File: config.mk
export PLATFORM = sky130hd
export DESIGN_NAME = spi_xfer_ctrl
export DESIGN_NICKNAME = d
export VERILOG_FILES = /design/src/rtl/spi_xfer_ctrl.sv
export SDC_FILE = /design/constraint.sdc
export NUM_CORES = 1
export LEC_CHECK = 0
export ABC_AREA = 1
export CAP_MARGIN = 20
export CORE_UTILIZATION = 58
export CTS_CLUSTER_DIAMETER = 50
export CTS_CLUSTER_SIZE = 10
export DETAILED_ROUTE_END_ITERATION = 10
export GPL_ROUTABILITY_DRIVEN = 0
export GPL_TIMING_DRIVEN = 0
export PLACE_DENSITY_LB_ADDON = 0.12
export SLEW_MARGIN = 20
export SYNTH_ARGS = -nofsm -noshare
export SYNTH_HDL_FRONTEND = slang
export SYNTH_SLANG_ARGS = --single-unit
File: constraint.sdc
create_clock -name clk_int -period 4 [get_ports clk_int]
set_input_delay 1.2 -clock clk_int [delete_from_list [all_inputs] [get_ports clk_int]]
set_output_delay 1.2 -clock clk_int [all_outputs]
set_load 0.02 [all_outputs]
File: src/rtl/spi_xfer_ctrl.sv
// spi_xfer_ctrl: sits between a byte-wide host and an SPI master.
// A TX FIFO feeds the master one byte per frame and an RX FIFO collects
// the byte the master returns at the end of each frame.
//
// state | meaning
// ------+--------------------------------------------------------------
// IDLE  | no frame in flight; waits for TX data and a free RX slot
// RUN   | master enabled for FRAME_LEN cycles, TX head held on spi_tx_data
// CAPT  | one cycle: master disabled, RX byte pushed, TX head popped
module spi_xfer_ctrl #(
    parameter int DEPTH     = 4,
    parameter int FRAME_LEN = 10
) (
    input  logic                     clk_int,
    input  logic                     reset,
    input  logic                     wr_en,
    input  logic [7:0]               wr_data,
    input  logic                     rd_en,
    output logic [7:0]               rd_data,
    output logic                     tx_full,
    output logic                     rx_empty,
    output logic [$clog2(DEPTH):0]   tx_count,
    output logic [$clog2(DEPTH):0]   rx_count,
    output logic [7:0]               spi_tx_data,
    input  logic [7:0]               spi_rx_data,
    output logic                     spi_enable,
    output logic                     busy,
    output logic                     frame_done,
    output logic                     err_ovf,
    output logic                     err_udf,
    input  logic                     clear_err
);

    localparam int AW = $clog2(DEPTH);
    localparam int CW = AW + 1;
    localparam logic [CW-1:0] DEPTH_C   = CW'(DEPTH);
    localparam logic [3:0]    FCNT_LAST = 4'(FRAME_LEN - 1);

    typedef enum logic [1:0] {
        IDLE = 2'd0,
        RUN  = 2'd1,
        CAPT = 2'd2
    } state_t;

    state_t state;
    state_t state_nxt;
    logic [3:0] fcnt;

    logic [7:0]    tx_mem [DEPTH];
    logic [7:0]    rx_mem [DEPTH];
    logic [AW-1:0] tx_rptr;
    logic [AW-1:0] tx_wptr;
    logic [AW-1:0] rx_rptr;
    logic [AW-1:0] rx_wptr;
    logic [CW-1:0] tx_cnt_r;
    logic [CW-1:0] rx_cnt_r;
    logic [CW-1:0] tx_cnt_nxt;
    logic [CW-1:0] rx_cnt_nxt;

    logic tx_pop;
    logic tx_push;
    logic rx_push;
    logic rx_pop;
    logic ovf_ev;
    logic udf_ev;
    logic start_idle;
    logic start_capt;

    // The CAPT cycle is the only time the TX head leaves and the RX byte lands.
    assign tx_pop  = (state == CAPT);
    assign rx_push = (state == CAPT);

    // A full TX FIFO still takes a write when the head is leaving this cycle.
    assign tx_push = wr_en && (!tx_full || tx_pop);
    assign ovf_ev  = wr_en && tx_full && !tx_pop;
    assign rx_pop  = rd_en && !rx_empty;
    assign udf_ev  = rd_en && rx_empty;

    assign tx_cnt_nxt = tx_cnt_r + CW'(tx_push) - CW'(tx_pop);
    assign rx_cnt_nxt = rx_cnt_r + CW'(rx_push) - CW'(rx_pop);

    // From IDLE the registered counts decide; from CAPT the counts after this
    // cycle's pop, push and host read decide (tx_cnt_r is at least 1 in CAPT).
    assign start_idle = (tx_cnt_r != '0) && (rx_cnt_r < DEPTH_C);
    assign start_capt = (tx_cnt_r != CW'(1)) && (rx_cnt_nxt < DEPTH_C);

    assign tx_count    = tx_cnt_r;
    assign rx_count    = rx_cnt_r;
    assign tx_full     = (tx_cnt_r == DEPTH_C);
    assign rx_empty    = (rx_cnt_r == '0);
    assign rd_data     = rx_empty ? 8'h00 : rx_mem[rx_rptr];
    assign spi_tx_data = (tx_cnt_r == '0) ? 8'h00 : tx_mem[tx_rptr];

    // State register.
    always_ff @(posedge clk_int or posedge reset) begin
        if (reset) begin
            state <= IDLE;
        end else begin
            state <= state_nxt;
        end
    end

    // Frame counter: restarts at 0 on every entry into RUN, counts while in RUN.
    always_ff @(posedge clk_int or posedge reset) begin
        if (reset) begin
            fcnt <= 4'd0;
        end else if (state_nxt == RUN && state == RUN) begin
            fcnt <= fcnt + 4'd1;
        end else begin
            fcnt <= 4'd0;
        end
    end

    // Next-state logic.
    always_comb begin
        state_nxt = state;
        case (state)
            IDLE:    state_nxt = start_idle ? RUN : IDLE;
            RUN:     state_nxt = (fcnt == FCNT_LAST) ? CAPT : RUN;
            CAPT:    state_nxt = start_capt ? RUN : IDLE;
            default: state_nxt = IDLE;
        endcase
    end

    // Moore outputs decoded from the state.
    always_comb begin
        spi_enable = 1'b0;
        busy       = 1'b0;
        frame_done = 1'b0;
        case (state)
            RUN: begin
                spi_enable = 1'b1;
                busy       = 1'b1;
            end
            CAPT: begin
                busy       = 1'b1;
                frame_done = 1'b1;
            end
            default: ;
        endcase
    end

    // TX FIFO pointers and occupancy.
    always_ff @(posedge clk_int or posedge reset) begin
        if (reset) begin
            tx_rptr  <= '0;
            tx_wptr  <= '0;
            tx_cnt_r <= '0;
        end else begin
            if (tx_pop) tx_rptr <= tx_rptr + AW'(1);
            if (tx_push) tx_wptr <= tx_wptr + AW'(1);
            tx_cnt_r <= tx_cnt_nxt;
        end
    end

    // TX storage; contents are only visible through the count-gated head.
    always_ff @(posedge clk_int) begin
        if (tx_push) tx_mem[tx_wptr] <= wr_data;
    end

    // RX FIFO pointers and occupancy.
    always_ff @(posedge clk_int or posedge reset) begin
        if (reset) begin
            rx_rptr  <= '0;
            rx_wptr  <= '0;
            rx_cnt_r <= '0;
        end else begin
            if (rx_pop) rx_rptr <= rx_rptr + AW'(1);
            if (rx_push) rx_wptr <= rx_wptr + AW'(1);
            rx_cnt_r <= rx_cnt_nxt;
        end
    end

    // RX storage; a free slot is guaranteed whenever CAPT pushes.
    always_ff @(posedge clk_int) begin
        if (rx_push) rx_mem[rx_wptr] <= spi_rx_data;
    end

    // Sticky error flags; a clear wins over an error in the same cycle.
    always_ff @(posedge clk_int or posedge reset) begin
        if (reset) begin
            err_ovf <= 1'b0;
            err_udf <= 1'b0;
        end else if (clear_err) begin
            err_ovf <= 1'b0;
            err_udf <= 1'b0;
        end else begin
            if (ovf_ev) err_ovf <= 1'b1;
            if (udf_ev) err_udf <= 1'b1;
        end
    end

endmodule

Word level (Yosys, flattened, before mapping)
Memory sizes are Yosys's and may differ from the RTL's.
Index checks and enable logic that the tools add are counted.
W data, S select, Z words.

word-level totals
  bits in registers = 22
  memory bits (writable) = 64
  output and inout port bits = 29
  logic and storage cells = 65
  memories = 2

operators by class
  add/sub/neg operators = 9
  magnitude comparators = 2
  equality and inequality tests = 6
  multiplexer cells = 17
  reductions and logical operators = 19

memories
  memory  words  bits a word  read ports  clocked after memory_dff  write ports  line  RTL
  rx_mem  4      8            1           0                         1            50    logic [7:0] rx_mem [DEPTH];
  tx_mem  4      8            1           0                         1            49    logic [7:0] tx_mem [DEPTH];

operator list
  kind                   count
  $mux W8                2
  $mux W1                12
  $add A2 B1 Y2 const B  4
  $logic_and A1 B1 Y1    8
  $add A3 B1 Y3          2
  $logic_not A3 Y1       2
  $lt A3 B3 Y1 const B   2
  $pmux W2 S3            1
  $sub A3 B1 Y3          2
  $add A4 B1 Y4 const B  1
  $eq A2 B1 Y1 const B   2
  $eq A4 B4 Y1 const B   1
  $mux W4                1
  $reduce_bool A2 Y1     2
  $eq A3 B3 Y1 const B   1
  $logic_not A1 Y1       3
  $ne A3 B1 Y1 const B   1
  $reduce_bool A3 Y1     1
  $eq A2 B2 Y1 const B   1
  $logic_not A2 Y1       1
  $mux W2                1
  $reduce_or A2 Y1       1
  $logic_or A1 B1 Y1     1

Logic depth before layout (Yosys ltp)
  depth after elaboration = 11
  gate-level depth with buffers = 11
  gate-level depth less buffers = 11

Least setup slack after synthesis
No wires, ideal clock.

  path type = in2reg
  start = in rd_en
  end = reg state[0]
  library setup time = 0.121 ns
  arrival time = 2.460 ns
  required time = 3.879 ns
  setup slack = 1.420 ns
  stages on the path = 9
  path through = o21ai_2 -> inv_1 -> ha_1 -> inv_1 -> ha_1 -> fa_1 -> nand3b_1 -> nand3_1 -> a21oi_1

on the way
  cells in the longest elaborated chain, start to end = 6

RTL lines
  item                    line  RTL
  from (decl)             18    input logic rd_en,
  $logic_and A1 B1 Y1     76    assign rx_pop = rd_en && !rx_empty;
  named net rx_pop        63    logic rx_pop;
  $sub A3 B1 Y3           80    assign rx_cnt_nxt = rx_cnt_r + CW'(rx_push) - CW'(rx_pop);
  $lt A3 B3 Y1            85    assign start_capt = (tx_cnt_r != CW'(1)) && (rx_cnt_nxt < DEPTH_C);
  $logic_and A1 B1 Y1     85
  $mux W1                 120   CAPT: state_nxt = start_capt ? RUN : IDLE;
  $pmux W2 S3             117   case (state)
  named net state_nxt[0]  46    state_t state_nxt;
  to (signal assigned)    99    state <= state_nxt;
  to (decl)               45    state_t state;

The timed path passes the listed nets, and every way through them passes these cells.
A chain may end at the register's enable or synchronous reset.

Worst setup path after layout
  start = reg tx_rptr[0]
  end = out spi_tx_data[1]

on the way
  cells in the longest elaborated chain, start to end = 2

RTL lines
  item                    line  RTL
  from (decl)             51    logic [AW-1:0] tx_rptr;
  from (signal assigned)  150   if (tx_pop) tx_rptr <= tx_rptr + AW'(1);
  $mem_v2 Z4 W8           n/a
  $mux W8                 92    assign spi_tx_data = (tx_cnt_r == '0) ? 8'h00 : tx_mem[tx_rptr];
  to (decl)               24    output logic [7:0] spi_tx_data,

Every way passes these cells.

==> impl_metrics.tcl <==
set metrics [dict create \
    outcome "completed" \
    crit_arrival_ps 2090 \
    finalCritPeriodShare 0.823 \
    cts_sinks 86 \
    core_um2 6310 \
    regToRegSetupSlack_ps 1730 \
    cts_resized 0 \
    period_needed_ps 3290 \
    required_ps 2800 \
    worst_setup_path_end_kind "primary output" \
    wl_per_cell_um 14.5 \
    start_util 0.600 \
    synth_area_per_cell_um2 11.6 \
    cts_setup_buffers 0 \
    fmax_mhz 304 \
    slew_headroom 0.414 \
    yosysSeqAreaShare 0.652 \
    power_density_nw_per_um2 725 \
    grt_start_max_net_pins 23 \
    final_area_um2 4540 \
    synth.top_cell.area_share 0.507 \
    fin_worst_skew_ps 11.6 \
    tritoncts "yes" \
    drtPass1Iterations 4 \
    overflow 0 \
    rsz0062_at_grt "false" \
    hp-class "flop to flop" \
    num_antenna_cells 0 \
    final_common_cell "nor2_1" \
    clockBufferDepth 2 \
    ctsRootBufferMaster "clkbuf_8" \
    fp.dieArea_um2 6860 \
    tightest_slew_ps 878 \
    worst_skew_pair.late_latency_ps 350 \
    ant_nets 0 \
    clk_pin_slew_ps 80 \
    grt_pass1_vias 2456 \
    cp_max_fo 10 \
    drv_slew 0 \
    synth_cell_type_count 23 \
    setup_viol_count_final 0 \
    post-route-util 0.719 \
    placed_cell_area_um2 4380 \
    syn_inst 327 \
    viasPerCell 5.14 \
    place_hpwl_um 4420 \
    antenna_found_initial 0 \
    io_pins 50 \
    die_y_um 82.8 \
    syn_to_final_growth_pct 19.8 \
    nets 427 \
    hold_viol 0 \
    mappedNetlistArea_um2 3790 \
    die_w_um 82.8 \
    row_count 29 \
    routed_wl_um 6800 \
    start_kind "flop" \
    route.vias.total 2412 \
    yosys_warnings 0 \
    drive_above_1_share 0.0842 \
    cap_viol_max_count 0 \
    syn_nets 367 \
    numPortBuffers 49 \
    setup_tns_ps 0 \
    peakVddDrop_v 0.000506 \
    track_usage 0.220 \
    drt_iter0_drc 138 \
    numCtsBuffers 9 \
    synth_area_leaders "edfxtp_1, dfrtp_1, nor2_1" \
    drc 0 \
    grt_pass1_wl_um 11400 \
    yosysTopAreaCell "edfxtp_1" \
    mostFrequentLayoutCells "nor2_1, edfxtp_1, clkdlybuf4s50_1" \
    holdBufCountCts 0 \
    ys_ff_latch 86 \
    path_class "flop to primary output" \
    p_leak_nw 1.81 \
    h-tree-depth 3 \
]
## path summary, 6_finish.rpt
check	start	endpoint	cells after the start
worst max-delay path	tx_rptr[0]	spi_tx_data[1]	6
max in group asynchronous	reset	tx_rptr[1]	2
worst max register to register	state[0]	state[0]	11
worst min register to register	fcnt[0]	fcnt[0]	1
min in group asynchronous	reset	fcnt[3]	2
worst min-delay path	fcnt[0]	fcnt[0]	1
## per-stage QoR
| stage | total power [W] | setup WS [ps] | instances | hold slack, ps |
|---|---|---|---|---|
| 2_1_floorplan | 0.00221 | 1420 | 327 | 460 |
| 3_3_place_gp | 0.00276 | 837 | 453 | 479 |
| 3_5_place_dp | 0.00280 | 822 | 453 | 501 |
| 4_1_cts | 0.00332 | 689 | 469 | 512 |
| 5_1_grt | 0.00352 | 569 | 469 | 544 |
| 6_report | 0.00329 | 710 | 469 | 510 |
## synthesized netlist by cell type
cell type	n
inv_1	31
fa_1	2
edfxtp_1	64
xor2_1	6
nand3_1	5
nand2_1	21
nand2_4	2
buf_12	1
buf_2	2
o21ai_0	30
dfrtp_1	22
buf_6	5
xnor2_1	3
o21ai_2	1
nor2_1	79
nand3b_1	2
buf_8	1
inv_2	6
a21oi_1	20
o21ai_1	4
nand2_2	1
nor2_4	2
ha_1	17
## area by class of cell
cell class | instances | area, um2
multi-input combinational | 195 | 1080
tap | 77 | 96.3
sequential | 86 | 2470
buffer | 9 | 101
inverter | 37 | 139
timing repair buffer | 49 | 490
clock inverter | 6 | 37.5
clock buffer | 10 | 128
fill | 459 | 1770
## critical path: stages (launching register included)
cell	delay [ps]
dfrtp_1	380
buf_6	150
inv_2	140
buf_6	160
o21ai_0	110
a21oi_1	180
clkdlybuf4s50_1	640
## report_power, final
group	internal [W]	total (W)	leakage [nW]	switching, W
Clock	0.000224	0.000514	0.0834	0.000290
Combinational	0.000666	0.00154	0.877	0.000875
Sequential	0.00113	0.00124	0.847	0.000108
## logic make-up after synthesis
family                   share of synthesized area
flip-flops                                   0.652
adder cells (fa/ha/maj)                     0.0667
AO/OA/AOI/OAI                               0.0736
buffers and inverters                       0.0634
XOR/XNOR                                    0.0208
AND/OR/NAND/NOR                              0.123
## layer usage
metal	track usage	vias to the layer above	part of all wire
met1	0.294	1130	0.46
met2	0.350	71	0.48
li1	-	1203	-
met5	0	-	0
met3	0.0537	8	0.054
met4	0.0878	0	0.013
## registers in the layout, summed over array words and instances, names as in the netlist
name and count:
tx_mem 32, rx_count 3, rx_wptr 2, state 2, rx_mem 32, rx_rptr 2
fcnt 4, err_ovf 1, tx_wptr 2, err_udf 1, tx_rptr 2, tx_count 3
Note: power is estimated with default switching activity, not from simulation.
